--- src/rtl/logic_axi4_stream_pkg.sv ---
// Shared constants, slice state encoding and payload sizing for the AXI4-Stream pipeline.
package logic_axi4_stream_pkg;

    localparam int STAGES_MAX = 16;

    typedef enum logic [1:0] {
        EMPTY = 2'd0,
        ONE   = 2'd1,
        FULL  = 2'd2
    } slice_state_e;

    // Width of {tlast?, tid, tuser, tdest, tkeep?, tstrb?, tdata} as carried through the slices.
    function automatic int payload_width(
        input int tdata_bytes,
        input int tdest_width,
        input int tuser_width,
        input int tid_width,
        input bit use_tkeep,
        input bit use_tstrb,
        input bit use_tlast
    );
        int w;
        w = tdata_bytes * 8 + tdest_width + tuser_width + tid_width;
        if (use_tkeep) w += tdata_bytes;
        if (use_tstrb) w += tdata_bytes;
        if (use_tlast) w += 1;
        return w;
    endfunction

endpackage

--- src/rtl/logic_axi4_stream_skid_slice.sv ---
// Full-throughput skid slice: registered forward path and registered ready.
module logic_axi4_stream_skid_slice
    import logic_axi4_stream_pkg::*;
#(
    parameter int WIDTH = 8
) (
    input  logic             aclk,
    input  logic             areset,
    input  logic             rx_tvalid,
    output logic             rx_tready,
    input  logic [WIDTH-1:0] rx_tdata,
    output logic             tx_tvalid,
    input  logic             tx_tready,
    output logic [WIDTH-1:0] tx_tdata
);

    slice_state_e     state, state_next;
    logic             ready;
    logic [WIDTH-1:0] out_data;
    logic [WIDTH-1:0] skid_data;
    logic             accept, drain;
    logic             load_out, load_skid, skid_to_out;

    assign tx_tvalid = (state != EMPTY);
    assign tx_tdata  = out_data;
    assign rx_tready = ready;
    assign accept    = rx_tvalid && ready;
    assign drain     = tx_tvalid && tx_tready;

    always_comb begin
        state_next  = state;
        load_out    = 1'b0;
        load_skid   = 1'b0;
        skid_to_out = 1'b0;
        unique case (state)
            EMPTY: begin
                if (accept) begin
                    load_out   = 1'b1;
                    state_next = ONE;
                end
            end
            ONE: begin
                if (accept && drain) begin
                    load_out = 1'b1;
                end else if (accept) begin
                    load_skid  = 1'b1;
                    state_next = FULL;
                end else if (drain) begin
                    state_next = EMPTY;
                end
            end
            FULL: begin
                // ready is low here, so nothing new can arrive while the skid drains
                if (drain) begin
                    skid_to_out = 1'b1;
                    state_next  = ONE;
                end
            end
            default: state_next = EMPTY;
        endcase
    end

    always_ff @(posedge aclk) begin
        if (areset) begin
            state <= EMPTY;
            ready <= 1'b0;
        end else begin
            state <= state_next;
            ready <= (state_next != FULL);
        end
    end

    always_ff @(posedge aclk) begin
        if (load_out)         out_data <= rx_tdata;
        else if (skid_to_out) out_data <= skid_data;
        if (load_skid)        skid_data <= rx_tdata;
    end

endmodule

--- src/rtl/logic_axi4_stream_pipeline.sv ---
// AXI4-Stream register pipeline: STAGES skid slices on a packed payload, with sideband tie-offs.
module logic_axi4_stream_pipeline
    import logic_axi4_stream_pkg::*;
#(
    parameter int TDATA_BYTES = 4,
    parameter int TDEST_WIDTH = 1,
    parameter int TUSER_WIDTH = 1,
    parameter int TID_WIDTH   = 1,
    parameter bit USE_TKEEP   = 1'b1,
    parameter bit USE_TSTRB   = 1'b1,
    parameter bit USE_TLAST   = 1'b1,
    parameter int STAGES      = 1
) (
    input  logic                        aclk,
    input  logic                        areset,
    input  logic                        rx_tvalid,
    output logic                        rx_tready,
    input  logic                        rx_tlast,
    input  logic [TDATA_BYTES-1:0][7:0] rx_tdata,
    input  logic [TDATA_BYTES-1:0]      rx_tstrb,
    input  logic [TDATA_BYTES-1:0]      rx_tkeep,
    input  logic [TDEST_WIDTH-1:0]      rx_tdest,
    input  logic [TUSER_WIDTH-1:0]      rx_tuser,
    input  logic [TID_WIDTH-1:0]        rx_tid,
    output logic                        tx_tvalid,
    input  logic                        tx_tready,
    output logic                        tx_tlast,
    output logic [TDATA_BYTES-1:0][7:0] tx_tdata,
    output logic [TDATA_BYTES-1:0]      tx_tstrb,
    output logic [TDATA_BYTES-1:0]      tx_tkeep,
    output logic [TDEST_WIDTH-1:0]      tx_tdest,
    output logic [TUSER_WIDTH-1:0]      tx_tuser,
    output logic [TID_WIDTH-1:0]        tx_tid
);

    localparam int DW     = TDATA_BYTES * 8;
    localparam int KB     = TDATA_BYTES;
    localparam int STRB_W = USE_TSTRB ? KB : 0;
    localparam int KEEP_W = USE_TKEEP ? KB : 0;
    localparam int O_STRB = DW;
    localparam int O_KEEP = O_STRB + STRB_W;
    localparam int O_DEST = O_KEEP + KEEP_W;
    localparam int O_USER = O_DEST + TDEST_WIDTH;
    localparam int O_ID   = O_USER + TUSER_WIDTH;
    localparam int O_LAST = O_ID + TID_WIDTH;
    localparam int W      = payload_width(TDATA_BYTES, TDEST_WIDTH, TUSER_WIDTH, TID_WIDTH,
                                          USE_TKEEP, USE_TSTRB, USE_TLAST);

    if (STAGES < 0 || STAGES > STAGES_MAX) begin : g_bad_stages
        $fatal(1, "logic_axi4_stream_pipeline: STAGES out of range 0..16");
    end

    wire [W-1:0]            rx_pl;
    wire [W-1:0]            tx_pl;
    wire [STAGES:0]         vld_pipe;
    wire [STAGES:0]         rdy_pipe;
    wire [STAGES:0][W-1:0]  pl_pipe;

    // Pack: optional fields only take payload bits when enabled
    assign rx_pl[DW-1:0]                  = rx_tdata;
    assign rx_pl[O_DEST +: TDEST_WIDTH]   = rx_tdest;
    assign rx_pl[O_USER +: TUSER_WIDTH]   = rx_tuser;
    assign rx_pl[O_ID   +: TID_WIDTH]     = rx_tid;
    if (USE_TSTRB) begin : g_rx_strb
        assign rx_pl[O_STRB +: KB] = rx_tstrb;
    end
    if (USE_TKEEP) begin : g_rx_keep
        assign rx_pl[O_KEEP +: KB] = rx_tkeep;
    end
    if (USE_TLAST) begin : g_rx_last
        assign rx_pl[O_LAST] = rx_tlast;
    end

    // With STAGES=0 the chain collapses to plain wires, ready included
    assign vld_pipe[0]      = rx_tvalid;
    assign pl_pipe[0]       = rx_pl;
    assign rx_tready        = rdy_pipe[0];
    assign rdy_pipe[STAGES] = tx_tready;
    assign tx_tvalid        = vld_pipe[STAGES];
    assign tx_pl            = pl_pipe[STAGES];

    for (genvar i = 0; i < STAGES; i++) begin : g_slice
        logic_axi4_stream_skid_slice #(
            .WIDTH(W)
        ) u_slice (
            .aclk      (aclk),
            .areset    (areset),
            .rx_tvalid (vld_pipe[i]),
            .rx_tready (rdy_pipe[i]),
            .rx_tdata  (pl_pipe[i]),
            .tx_tvalid (vld_pipe[i+1]),
            .tx_tready (rdy_pipe[i+1]),
            .tx_tdata  (pl_pipe[i+1])
        );
    end

    assign tx_tdata = tx_pl[DW-1:0];
    assign tx_tdest = tx_pl[O_DEST +: TDEST_WIDTH];
    assign tx_tuser = tx_pl[O_USER +: TUSER_WIDTH];
    assign tx_tid   = tx_pl[O_ID +: TID_WIDTH];

    if (USE_TKEEP) begin : g_tx_keep
        assign tx_tkeep = tx_pl[O_KEEP +: KB];
    end else begin : g_tx_keep_tie
        assign tx_tkeep = '1;
    end

    if (USE_TSTRB) begin : g_tx_strb
        assign tx_tstrb = tx_pl[O_STRB +: KB];
    end else begin : g_tx_strb_tie
        assign tx_tstrb = tx_tkeep;
    end

    if (USE_TLAST) begin : g_tx_last
        assign tx_tlast = tx_pl[O_LAST];
    end else begin : g_tx_last_tie
        assign tx_tlast = 1'b1;
    end

    // Inputs that some parameter sets leave unconnected
    logic unused_inputs;
    assign unused_inputs = ^{aclk, areset, rx_tkeep, rx_tstrb, rx_tlast};

endmodule

--- config.mk ---
export PLATFORM = sky130hd
export DESIGN_NAME = logic_axi4_stream_pipeline
export DESIGN_NICKNAME = d
export VERILOG_FILES = /design/src/rtl/logic_axi4_stream_pkg.sv /design/src/rtl/logic_axi4_stream_skid_slice.sv /design/src/rtl/logic_axi4_stream_pipeline.sv
export SDC_FILE = /design/constraint.sdc
export NUM_CORES = 1
export LEC_CHECK = 0
export BUFFER_PORTS_ARGS = -buffer_cell sky130_fd_sc_hd__buf_2
export CAP_MARGIN = 5
export CORE_MARGIN = 5
export CORE_UTILIZATION = 50
export CTS_CLUSTER_SIZE = 24
export DETAILED_ROUTE_END_ITERATION = 6
export GPL_ROUTABILITY_DRIVEN = 0
export GPL_TIMING_DRIVEN = 0
export MAX_ROUTING_LAYER = met4
export PLACE_DENSITY = 0.86
export SYNTH_ARGS = -nofsm -noshare
export SYNTH_HDL_FRONTEND = slang
export SYNTH_SLANG_ARGS = --single-unit
--- constraint.sdc ---
create_clock -name aclk -period 14.4 [get_ports aclk]
set_input_delay 2.16 -clock aclk [delete_from_list [all_inputs] [get_ports aclk]]
set_output_delay 2.16 -clock aclk [all_outputs]
set_load 0.005 [all_outputs]
# Word-level counts from Yosys, hierarchy flattened
# Index checks and enable logic that the tools add are counted.
# op_classes
eq_ne	3
muxes	15
reduce_logical	6
# ops
operator	n
$mux W44	2
$mux W2	5
$mux W1	6
$pmux W2 S3	1
$reduce_bool A2 Y1	2
$logic_and A1 B1 Y1	3
$eq A2 B1 Y1 const B	1
$eq A2 B2 Y1 const B	1
$logic_not A2 Y1	1
$ne A2 B2 Y1 const B	1
$pmux W1 S2	1
# totals
reg_bits	91
input_bits	48
output_inout_bits	46
word_cells	28

# Logic depth before layout (Yosys ltp)
# Gate-level depths: netlist of the first run.
# depth
word_depth	7
depth_mapped	4
mapped_depth_nobuf	3

# Worst setup path after synthesis of the first run
# OpenSTA, ideal clock, no wires.
# synth_timing
path_type	in2reg
start	input port rx_tvalid
end	register g_slice[0].u_slice.out_data[0] (enable)
setup_time_ns	0.506
arrival_time_ns	5.547
required_ns	13.894
setup_slack_ns	8.347
cell_stages	3
path_buffers	0
cell_sequence	and3b_1 > a21oi_1 > o21ai_0
# synth_via
elab_chain_cells	5
elab_cells_between_ends	6
classes_between	mux (3); reduce/logical (3)
# synth_rtl
element	line_no	text
start: declaration	logic_axi4_stream_pipeline.sv:16	input logic rx_tvalid,
$logic_and A1 B1 Y1 *	logic_axi4_stream_skid_slice.sv:27	assign accept = rx_tvalid && ready;
$logic_and A1 B1 Y1	logic_axi4_stream_skid_slice.sv:43	if (accept && drain) begin
$mux W1	logic_axi4_stream_skid_slice.sv:43	
$pmux W1 S2 *	logic_axi4_stream_skid_slice.sv:35	unique case (state)
$reduce_bool A2 Y1 (no line) *	n/a	
end signal: assignment	logic_axi4_stream_skid_slice.sv:74	if (load_out) out_data <= rx_tdata;
end signal: assignment	logic_axi4_stream_skid_slice.sv:75	else if (skid_to_out) out_data <= skid_data;
end: declaration	logic_axi4_stream_skid_slice.sv:19	logic [WIDTH-1:0] out_data;
# Every way passes the cells marked *; elsewhere a longest branch is shown, timed or not.
# A chain may end at the register's enable or synchronous reset.

# Final worst setup path of the first run
# layout_timing
start	register g_slice[0].u_slice.state[0]
end	output port tx_tvalid
# layout_via
elab_chain_cells	1
# layout_rtl
element	line_no	text
start: declaration	logic_axi4_stream_skid_slice.sv:17	slice_state_e state, state_next;
start signal: assignment	logic_axi4_stream_skid_slice.sv:68	state <= state_next;
$reduce_bool A2 Y1	logic_axi4_stream_skid_slice.sv:24	assign tx_tvalid = (state != EMPTY);
end: declaration	logic_axi4_stream_pipeline.sv:25	output logic tx_tvalid,
# Every way passes these cells.

==> results of run 1 <==
-- kinds of logic after synthesis --
family                 count (synthesis)
AO/OA/AOI/OAI                          3
buffers and inverters                  4
multiplexers                          46
AND/OR/NAND/NOR                       11
flip-flops                            91
-- metal layers --
| layer | vias up | wire (microns) | share of wire (%) |
|---|---|---|---|
| li1 | 827 | - | - |
| met1 | 842 | 2575 | 44 |
| met2 | 78 | 2713 | 46 |
| met3 | 11 | 490 | 8.3 |
| met4 | 0 | 95 | 1.6 |
| met5 | - | 0 | 0 |
-- worst max-delay path: cells and delay by family (launching register included) --
kind | cells | cell delay (ps)
flip-flops | 1 | 390
AND/OR/NAND/NOR | 1 | 320
buffers and inverters | 1 | 130
-- cell usage after synthesis --
master and instances:
or2_2 2, nor3_1 2, edfxtp_1 88, mux2_1 3, a21oi_1 1, nor2b_2 1, o32ai_1 1, and2_1 1
mux2i_1 2, and3b_1 1, dfxtp_1 3, buf_6 4, nor3b_1 1, nor3_4 1, mux2_2 41, o21ai_0 1
nand2_1 2
-- final cells by class --
type                    count  area, sq um
multi-input cells          60        624.3
clock buffers               9        123.9
repair buffers             95        505.5
clock inverters             6        90.09
flip-flops and latches     91         2703
fillers                   478         2271
well taps                  77        96.34
plain buffers               4        45.04
-- sequential cells by signal, summed over array words and instances (netlist names) --
signal and cells:
g_slice.u_slice.skid_data 44, g_slice.u_slice.tx_tdata 44, g_slice.u_slice.state 2, g_slice.u_slice.rx_tready 1
-- worst paths after layout --
kind	endpoint	from
min reg2reg	g_slice[0].u_slice.tx_tdata[10]$_DFFE_PP_	g_slice[0].u_slice.skid_data[10]$_DFFE_PP_
max reg2reg	g_slice[0].u_slice.tx_tdata[2]$_DFFE_PP_	g_slice[0].u_slice.state[1]$_SDFF_PP0_
min	g_slice[0].u_slice.tx_tdata[10]$_DFFE_PP_	g_slice[0].u_slice.skid_data[10]$_DFFE_PP_
max	tx_tvalid	g_slice[0].u_slice.state[0]$_SDFF_PP0_
-- stage by stage --
stage	setup WS (ps)	instance area, sq um	power [mW]	utilization, %	hold WS (ps)
global placement	6647	3921	0.3526	60.71	508.3
CTS	11040	4188	0.5347	64.84	543.2
floorplan	8347	3359	0.3319	-	501.3
detailed placement	10670	3974	0.3538	61.53	523.0
global route	10960	4188	0.5508	64.84	561.8
finish	11050	4188	0.5289	64.84	537.8
-- power by group through the flow --
| stage | clock, mW | combinational, mW | sequential (mW) |
|---|---|---|---|
| 5_1_grt | 0.199 | 0.0450 | 0.307 |
| 4_1_cts | 0.187 | 0.0418 | 0.306 |
| 6_report | 0.182 | 0.0410 | 0.306 |
| 2_1_floorplan | 0 | 0.0175 | 0.314 |
| 3_3_place_gp | 0 | 0.0389 | 0.314 |
| 3_5_place_dp | 0 | 0.0416 | 0.312 |
==> results by group, run 1 <==
CTS
  – Clock sinks: 91
  – Post-CTS sizing: 0
  – Clk_lat worst skew: approximately 350 ps
  – Setup Buffers After CTS: 0
  – Inserted Clock Buffers: 9
  – Post-CTS Hold Buffers: 0
  – Clock-pin slew on the worst setup and hold paths: 80 ps
  – Worst-case clock buffer depth: 2
  – CTS tree: done
  – H-tree Lvls: 3
  – Root buffer cell: clkbuf_8

Worst setup path
  – Crit Path Max Fanout: 6
  – CP Capture Type: output pin
  – Crit path launch type: flop
  – R2r setup slk: 12510 ps
  – Slowest cell on the critical path: dfxtp_1
  – Slowest cell delay on critical path: 390 ps
  – Setup CP Type: reg -> out
  – CP cell instances: or2_2, buf_2
  – Reg2Reg Depth: 4
  – Critical path required time: 12240 ps
  – Arrival @ worst endpoint: 1190 ps

Synth
  – Synth Instances: 155
  – Post-synth top area share: 78.66%
  – Xor and xnor area share after synthesis: 0%
  – Largest family of logic cells by synthesized area: multiplexers
  – Simple-Gate Fraction of Synth Area: under 10%
  – Yosys top cell by area: edfxtp_1
  – FF+latch count, synth: 91
  – Syn Nets: 203
  – Cell Area, Synth: between 3000 and 4000 sq um
  – Syn_area_per_cell: 21.67 sq um
  – Synth top area cells: edfxtp_1, mux2_2, dfxtp_1
  – Synth warn: 0
  – Proportion of synthesized area in mux cells: 15.34%
  – Yosys cell types: 17
  – Sequential share of the synthesized area: 80.45%
  – Post-Synth Adder-Cell Area: 0%
  – Post-synthesis compound-gate area fraction: less than 1%

Die
  – IO Count: 94
  – CORE AREA: 6459 sq um
  – Die width: 91.97 microns
  – Die Y: 91.97 microns
  – Die area: 8458 sq um
  – Row count: 29
  – Starting Density: a little over half

Power
  – Leakage power total: 1.563 nW
  – Clock share of power: 34.4%
  – Combinational cell fraction of total power: 7.7%
  – Net switching fraction of the power: between 20 and 25%
  – PwrDens: 126.3 nW/um^2
  – Sequential power share: roughly 58%
  – Peak VDD IR: between 0.07 and 0.08 mV
  – P_int: 421.2 uW
  – NetSw: 107.8 uW

Layout
  – Commonest non-fill, non-tap cell in the layout: buf_2
  – Highest-count cells in the layout ignoring fill and taps: buf_2, edfxtp_1, mux2_2, clkbuf_8, buf_6
  – Non-Filler Instances: approximately 340
  – Area delta synth->final: 24.66%
  – Fraction of layout cells with a size suffix above 1: 60.75%
  – Antenna Cells: 0
  – Nets: roughly 310

Global routing
  – GR Util All Layers: 14.80%
  – Initial antenna violation count: 0
  – Vias in the first global route: approximately 1900
  – Met3 usage: 4.828%
  – Grt peak-use layer: met2
  – Met2 Track Usage GR: ~22%
  – Met1 layer usage reported by global route: 18.43%
  – Overflow after GRT: 0
  – Global-route wire length before repair: 9.259 mm
  – Largest net degree at the start of global routing: 30

Routing
  – Initial drt markers: 43
  – WL per Instance: 17.18 microns
  – Final wirelength: 5.874 mm
  – Via/cell ratio: roughly 5
  – 1st-pass router iterations: 4
  – Drt drc: 0
  – Final ANT Viol Nets: 0
  – Routed vias: roughly 1800

Hold path
  – Hold WC Path Type: reg -> reg
  – Hold depth: 1

STA
  – Setup TNS: 0 ps
  – Worst-Margin Slew: a little over 600 ps
  – Tmin final: ~3300 ps
  – Final hold viol count: 0
  – RSZ-0062 raised after global routing: no
  – Fmax: 298.9 MHz
  – Worst clock skew: about 13 ps
  – Fin. max-slew vios: 0
  – Final worst path period share: 23.23%
  – Max-Slew Margin vs Limit: about three fifths
  – Final setup fails: 0

Outcome
  – Status: finished, final reports clean

Placed design
  – DP Cell Count: 327
  – DPL Wire Length: 4.292 mm
  – Port Buf Inserts: just over 90

Run
  – Max Cap Viol: 0
No activity file was read; power rests on OpenSTA's default activity.
==> run 2, diff against run 1 <==
- ABC_AREA: unset -> 1
- CORE_UTILIZATION: 50 -> 47
- PLACE_DENSITY: 0.86 -> 0.85
- clock period: 14.4 -> 2.9 ns (I/O delays scaled with it)
==> run 2 against run 1 <==
  * Clock power grew to 4.6 times the previous value
  * Setup slack worse by 10000 ps
  * Die area rose by 8.7%
  * Design area up 1.5%
  * Global-route usage grew 1.1 points
  * First-iteration DRC count is 84% higher
  * Flip-flop and latch count stayed put
  * Register-to-register slack worse by 12000 ps
  * Via count rose by 25%
  * Critical path depth increased by 4
  * Sequential share of layout area decreased by 0.93 points
  * Combinational power grew to 5.7 times the previous value
  * Largest cell class unchanged
  * Highest routed layer unchanged
==> results by group, run 2 <==
CTS
  – CTS tree: done
  – Clock-pin slew on the worst setup and hold paths: 90 ps
  – Inserted Clock Buffers: 9
  – Post-CTS sizing: 0
  – Root buffer cell: clkbuf_8
  – H-tree Lvls: 3
  – Setup Buffers After CTS: 0
  – Clock sinks: 91
  – Clk_lat worst skew: 340 ps
  – Post-CTS Hold Buffers: 0
  – Worst-case clock buffer depth: 2

Routing
  – Final wirelength: 6.620 mm
  – 1st-pass router iterations: 4
  – Via/cell ratio: approximately 4.7
  – Final ANT Viol Nets: 0
  – Routed vias: 2201
  – Drt drc: 0
  – Initial drt markers: 79
  – WL per Instance: 14.21 microns

STA
  – Fin. max-slew vios: 0
  – Final setup fails: 0
  – Setup TNS: 0 ps
  – Worst-Margin Slew: 952.2 ps
  – RSZ-0062 raised after global routing: no
  – Min Hold Slack: 271.5 ps
  – Max-Slew Margin vs Limit: 36.52%
  – Final hold viol count: 0
  – Final WS setup: 609.5 ps
  – Final worst path period share: 78.98%
  – Tmin final: 2291 ps
  – Worst clock skew: ~6.2 ps
  – Fmax: 436.6 MHz

Worst setup path
  – CP Capture Type: flop
  – Critical path required time: about 2900 ps
  – CP cell instances: nand2_1, nor2_2, buf_2, buf_2, nand3_1, inv_2
  – R2r setup slk: 610 ps
  – Crit path launch type: flop
  – Worst setup path start: g_slice[0].u_slice.rx_tready$_SDFF_PP0_
  – Worst path most repeated cell: buf_2
  – Slowest cell on the critical path: inv_2
  – Worst Setup EP: g_slice[0].u_slice.skid_data[14]$_DFFE_PP_
  – R2R Path Start: g_slice[0].u_slice.rx_tready$_SDFF_PP0_
  – Worst reg2reg endpoint: g_slice[0].u_slice.skid_data[14]$_DFFE_PP_
  – Arrival @ worst endpoint: 2260 ps
  – Slowest cell delay on critical path: 690 ps
  – Crit Path Max Fanout: 44
  – Reg2Reg Depth: 6
  – Setup CP Type: reg -> reg

Global routing
  – Largest net degree at the start of global routing: 45
  – Global-route wire length before repair: between 10 and 15 mm
  – Vias in the first global route: 2149
  – Overflow after GRT: 0
  – GR Util All Layers: 15.87%
  – Initial antenna violation count: 0

Synth
  – Post-synth EDFFs: 88
  – Ys async rst share: 0%
  – Sequential share of the synthesized area: around 80%
  – Synth Instances: between 200 and 300
  – FF+latch count, synth: 91
  – Top cells by count, synth: nand2_1, edfxtp_1, nand3_1
  – Synth top area cells: edfxtp_1, nand2_1, nand3_1
  – Simple-Gate Fraction of Synth Area: 18.33%
  – Largest family of logic cells by synthesized area: simple AND/OR/NAND/NOR gates
  – Post-synth top area share: 76.22%
  – Proportion of synthesized area in mux cells: 0%
  – Dominant synthesized flop cell: edfxtp_1
  – Syn Nets: ~310
  – Post-Synth Adder-Cell Area: 0%
  – Xor and xnor area share after synthesis: 0%
  – Yosys cell types: 17
  – Post-synthesis compound-gate area fraction: 0.2887%
  – Most common cell in the netlist: nand2_1
  – Yosys top cell by area: edfxtp_1
  – Syn_area_per_cell: 13.44 sq um
  – Cell Area, Synth: 3467 sq um
  – Synth warn: 0

Power
  – PwrDens: roughly 600 nW/um^2
  – Combinational cell fraction of total power: ~9.0%
  – Sequential power share: between 50 and 60%
  – Clock share of power: 32.1%
  – Total power draw: 2.594 mW
  – P_int: 2.004 mW
  – Leakage power total: ~1.8 nW
  – Net switching fraction of the power: 22.74%
  – NetSw: between 500 and 600 uW
  – Peak VDD IR: around 0.26 mV

Die
  – Die width: 95.89 microns
  – Row count: 31
  – Die area: 9195 sq um
  – Starting Density: 48.06%
  – IO Count: 94
  – CORE AREA: 7214 sq um
  – Die Y: around 96 microns

Layout
  – Highest-count cells in the layout ignoring fill and taps: buf_2, nand2_1, edfxtp_1, nand3_1, clkbuf_8
  – Nets: 410
  – Area delta synth->final: 22.56%
  – Antenna Cells: 0
  – Commonest non-fill, non-tap cell in the layout: buf_2
  – Non-Filler Instances: around 470
  – Core Util, Final: 58.90%
  – Fraction of layout cells with a size suffix above 1: around a third
  – Post-route cell area: 4249 sq um

Placed design
  – DP Cell Count: 450
  – DPL Wire Length: 4.507 mm
  – Placed inst area: 4056 sq um
  – Pre-CTS setup slack: 402.3 ps
  – Port Buf Inserts: just over 90

Hold path
  – Hold WC Path Type: in -> reg
  – Hold depth: 2

Outcome
  – Status: finished, final reports clean

Run
  – Max Cap Viol: 0
run 2: worst min path at each step:
stage | from | to | slack [ps]
after floorplan | g_slice[0].u_slice.skid_data[0]$_DFFE_PP_ | g_slice[0].u_slice.tx_tdata[0]$_DFFE_PP_ | 490
after CTS | areset | g_slice[0].u_slice.rx_tready$_SDFF_PP0_ | 250
after global routing | rx_tdata[5] | g_slice[0].u_slice.skid_data[5]$_DFFE_PP_ | 250
after detailed placement | g_slice[0].u_slice.skid_data[1]$_DFFE_PP_ | g_slice[0].u_slice.tx_tdata[1]$_DFFE_PP_ | 500
final | areset | g_slice[0].u_slice.rx_tready$_SDFF_PP0_ | 270
after global placement | g_slice[0].u_slice.skid_data[42]$_DFFE_PP_ | g_slice[0].u_slice.tx_tdata[42]$_DFFE_PP_ | 490
run 2: critical path, delay by kind of cell, from the launching register on:
kind | cells | cell delay (ps)
buf+inv | 3 | 1170
simple gates | 3 | 360
flops | 1 | 340
run 2: logic make-up (layout without fill, tap and decap cells):
family / after synthesis / count (layout)
AO/OA/AOI/OAI: 2 / 2
AND/OR/NAND/NOR: 147 / 147
flip-flops: 91 / 91
buffers and inverters: 18 / 127
run 2: power by group through the flow:
stage	clock network (mW)	registers (mW)	logic (mW)
5_1_grt	0.915	1.53	0.268
4_1_cts	0.853	1.53	0.240
3_5_place_dp	0	1.56	0.240
2_1_floorplan	0	1.56	0.115
6_report	0.833	1.53	0.234
3_3_place_gp	0	1.56	0.232
run 2: cell type report:
cell class                      count  area (sq um)
Tap cell                           99         123.9
Multi-Input combinational cell    149         645.6
Clock inverter                      6         65.06
Buffer                             13         100.1
Inverter                            5         18.77
Sequential cell                    91          2703
Clock buffer                       10         127.6
Timing Repair Buffer               93         465.4
Fill cell                         607          2965
run 2: layer usage:
metal / share of wire (%) / GRT usage [%] / vias up
li1: - / - / 1113
met1: 43 / 19.94 / 1014
met2: 50 / 25.30 / 66
met3: 5.7 / 3.284 / 8
met4: 1.1 / 6.398 / 0
met5: 0 / - / -
==> run 3, diff against run 2 <==
- ABC_AREA: 1 -> 0
- CORE_UTILIZATION: 47 -> 50
- PLACE_DENSITY: 0.85 -> 0.86
- clock period: 2.9 -> 2.3 ns (I/O delays scaled with it)
==> run 3 against run 2 <==
  * Total power is 31% higher
  * Via count is 19% lower
  * Clock-buffer cell count stayed put
  * Utilization is 6.4 points higher
  * Critical endpoint is now g_slice[0].u_slice.tx_tdata[35]$_DFFE_PP_
  * Largest power group unchanged
  * Highest routed layer unchanged
==> results by group, run 3 (synthesized netlist as in run 1, its figures left out) <==
Outcome
  – Status: finished, final reports clean

CTS
  – H-tree Lvls: 3
  – Setup Buffers After CTS: 0
  – Clock sinks: 91
  – Worst-case clock buffer depth: 2
  – Post-CTS Hold Buffers: 0
  – Root buffer cell: clkbuf_8
  – Inserted Clock Buffers: 9
  – Clk_lat worst skew: 340 ps
  – Clock-pin slew on the worst setup and hold paths: 90 ps
  – Post-CTS sizing: 0
  – CTS tree: done

Worst setup path
  – Slowest cell delay on critical path: between 600 and 700 ps
  – CP Capture Type: flop
  – Crit path launch type: flop
  – Critical path required time: 2340 ps
  – R2r setup slk: roughly 320 ps
  – Setup CP Type: reg -> reg
  – Slowest cell on the critical path: o21ai_4
  – CP cell instances: and3b_1, a21oi_1, o21ai_4, buf_16
  – Crit Path Max Fanout: 24
  – Arrival @ worst endpoint: 2020 ps
  – CP bufs+invs: 1
  – Largest delay contributor family on the critical path: compound AO/OA/AOI/OAI gates

STA
  – Fmax: 505.7 MHz
  – Final setup fails: 0
  – Tmin final: just under 2000 ps
  – RSZ-0062 raised after global routing: no
  – Final worst path period share: 85.97%
  – Final hold viol count: 0
  – Min Hold Slack: 187.0 ps
  – Fin. max-slew vios: 0
  – Worst clock skew: 7.363 ps
  – Max-Slew Margin vs Limit: 48.78%
  – Worst-Margin Slew: 765.4 ps

Routing
  – Routed vias: 1785
  – Via/cell ratio: between 5 and 6
  – Final ANT Viol Nets: 0
  – Initial drt markers: 56
  – 1st-pass router iterations: 4
  – WL per Instance: 17.59 microns
  – Drt drc: 0
  – Final wirelength: around 6.0 mm

Die
  – Die width: between 90 and 100 microns
  – Die Y: 91.97 microns
  – Starting Density: around 52%
  – Die area: ~8500 sq um
  – CORE AREA: 6459 sq um
  – Row count: 29
  – IO Count: 94

Global routing
  – Overflow after GRT: 0
  – GR Util All Layers: 15.23%
  – Initial antenna violation count: 0
  – Largest net degree at the start of global routing: 25
  – Vias in the first global route: 1997
  – Global-route wire length before repair: 9.522 mm

Power
  – Peak VDD IR: ~0.53 mV
  – PwrDens: 806.7 nW/um^2
  – Leakage power total: roughly 1.6 nW

Layout
  – Highest-count cells in the layout ignoring fill and taps: buf_2, edfxtp_1, mux2_2, clkbuf_8, buf_6
  – Fraction of layout cells with a size suffix above 1: slightly above 60%
  – Area delta synth->final: 25.59%
  – Post-route cell area: 4219 sq um
  – Commonest non-fill, non-tap cell in the layout: buf_2
  – Nets: 309
  – Antenna Cells: 0

Run
  – Max Cap Viol: 0

Placed design
  – Placed inst area: 3989 sq um
  – DPL Wire Length: about 4.3 mm
  – Port Buf Inserts: just over 90

Hold path
  – Hold WC Path Type: in -> reg
==> run 3: changes by cell type in the layout (fill, tap and decap cells not counted), sizes merged, moves of 4 or more <==
cell / delta
nor2: -4
nand2: -93
nand3: -46
inv: -6
mux2: +44
buf: -7
==> run 3: per-stage QoR <==
step | setup WS (ps) | power, mW | instances | TNS, ps | util (%)
after floorplan | 18.84 | 2.073 | 155 | 0 | -
after global placement | -547.0 | 2.198 | 325 | -40300 | 60.77
after detailed placement | 307.0 | 2.220 | 327 | 0 | 61.76
after CTS | 290.1 | 3.445 | 342 | 0 | 65.32
after global routing | 193.1 | 3.534 | 342 | 0 | 65.32
final | 322.7 | 3.403 | 342 | 0 | 65.32
==> run 3: report_power, final <==
part           leakage, nW  switching (mW)  internal, mW
clock network        0.112           0.512         0.715
logic                0.626           0.126         0.134
registers            0.838          0.0193          1.90
total                 1.58           0.658          2.75
==> run 3: per-layer routing <==
layer  up-vias  routed length (microns)  global-route usage (%)
met1       890                     2494                   17.64
met5         -                        0                       -
met4         0                       93                   7.797
met3         9                      374                   3.764
met2        60                     3053                   24.76
li1        826                        -                       -
==> run 3: final cells by class <==
type,instances,area [sq um]
plain buffers,4,45.04
clock buffers,10,127.6
fillers,483,2240
flip-flops and latches,91,2703
repair buffers,95,520.5
well taps,77,96.34
clock inverters,5,102.6
multi-input cells,60,624.3
==> run 3: path summary, 6_finish.rpt <==
kind	startpoint	endpoint	cells past startpoint
worst max-delay path	g_slice[0].u_slice.state[1]$_SDFF_PP0_	g_slice[0].u_slice.tx_tdata[35]$_DFFE_PP_	4
worst max register to register	g_slice[0].u_slice.state[1]$_SDFF_PP0_	g_slice[0].u_slice.tx_tdata[35]$_DFFE_PP_	4
worst min register to register	g_slice[0].u_slice.skid_data[10]$_DFFE_PP_	g_slice[0].u_slice.tx_tdata[10]$_DFFE_PP_	1
worst min-delay path	rx_tdata[29]	g_slice[0].u_slice.skid_data[29]$_DFFE_PP_	1
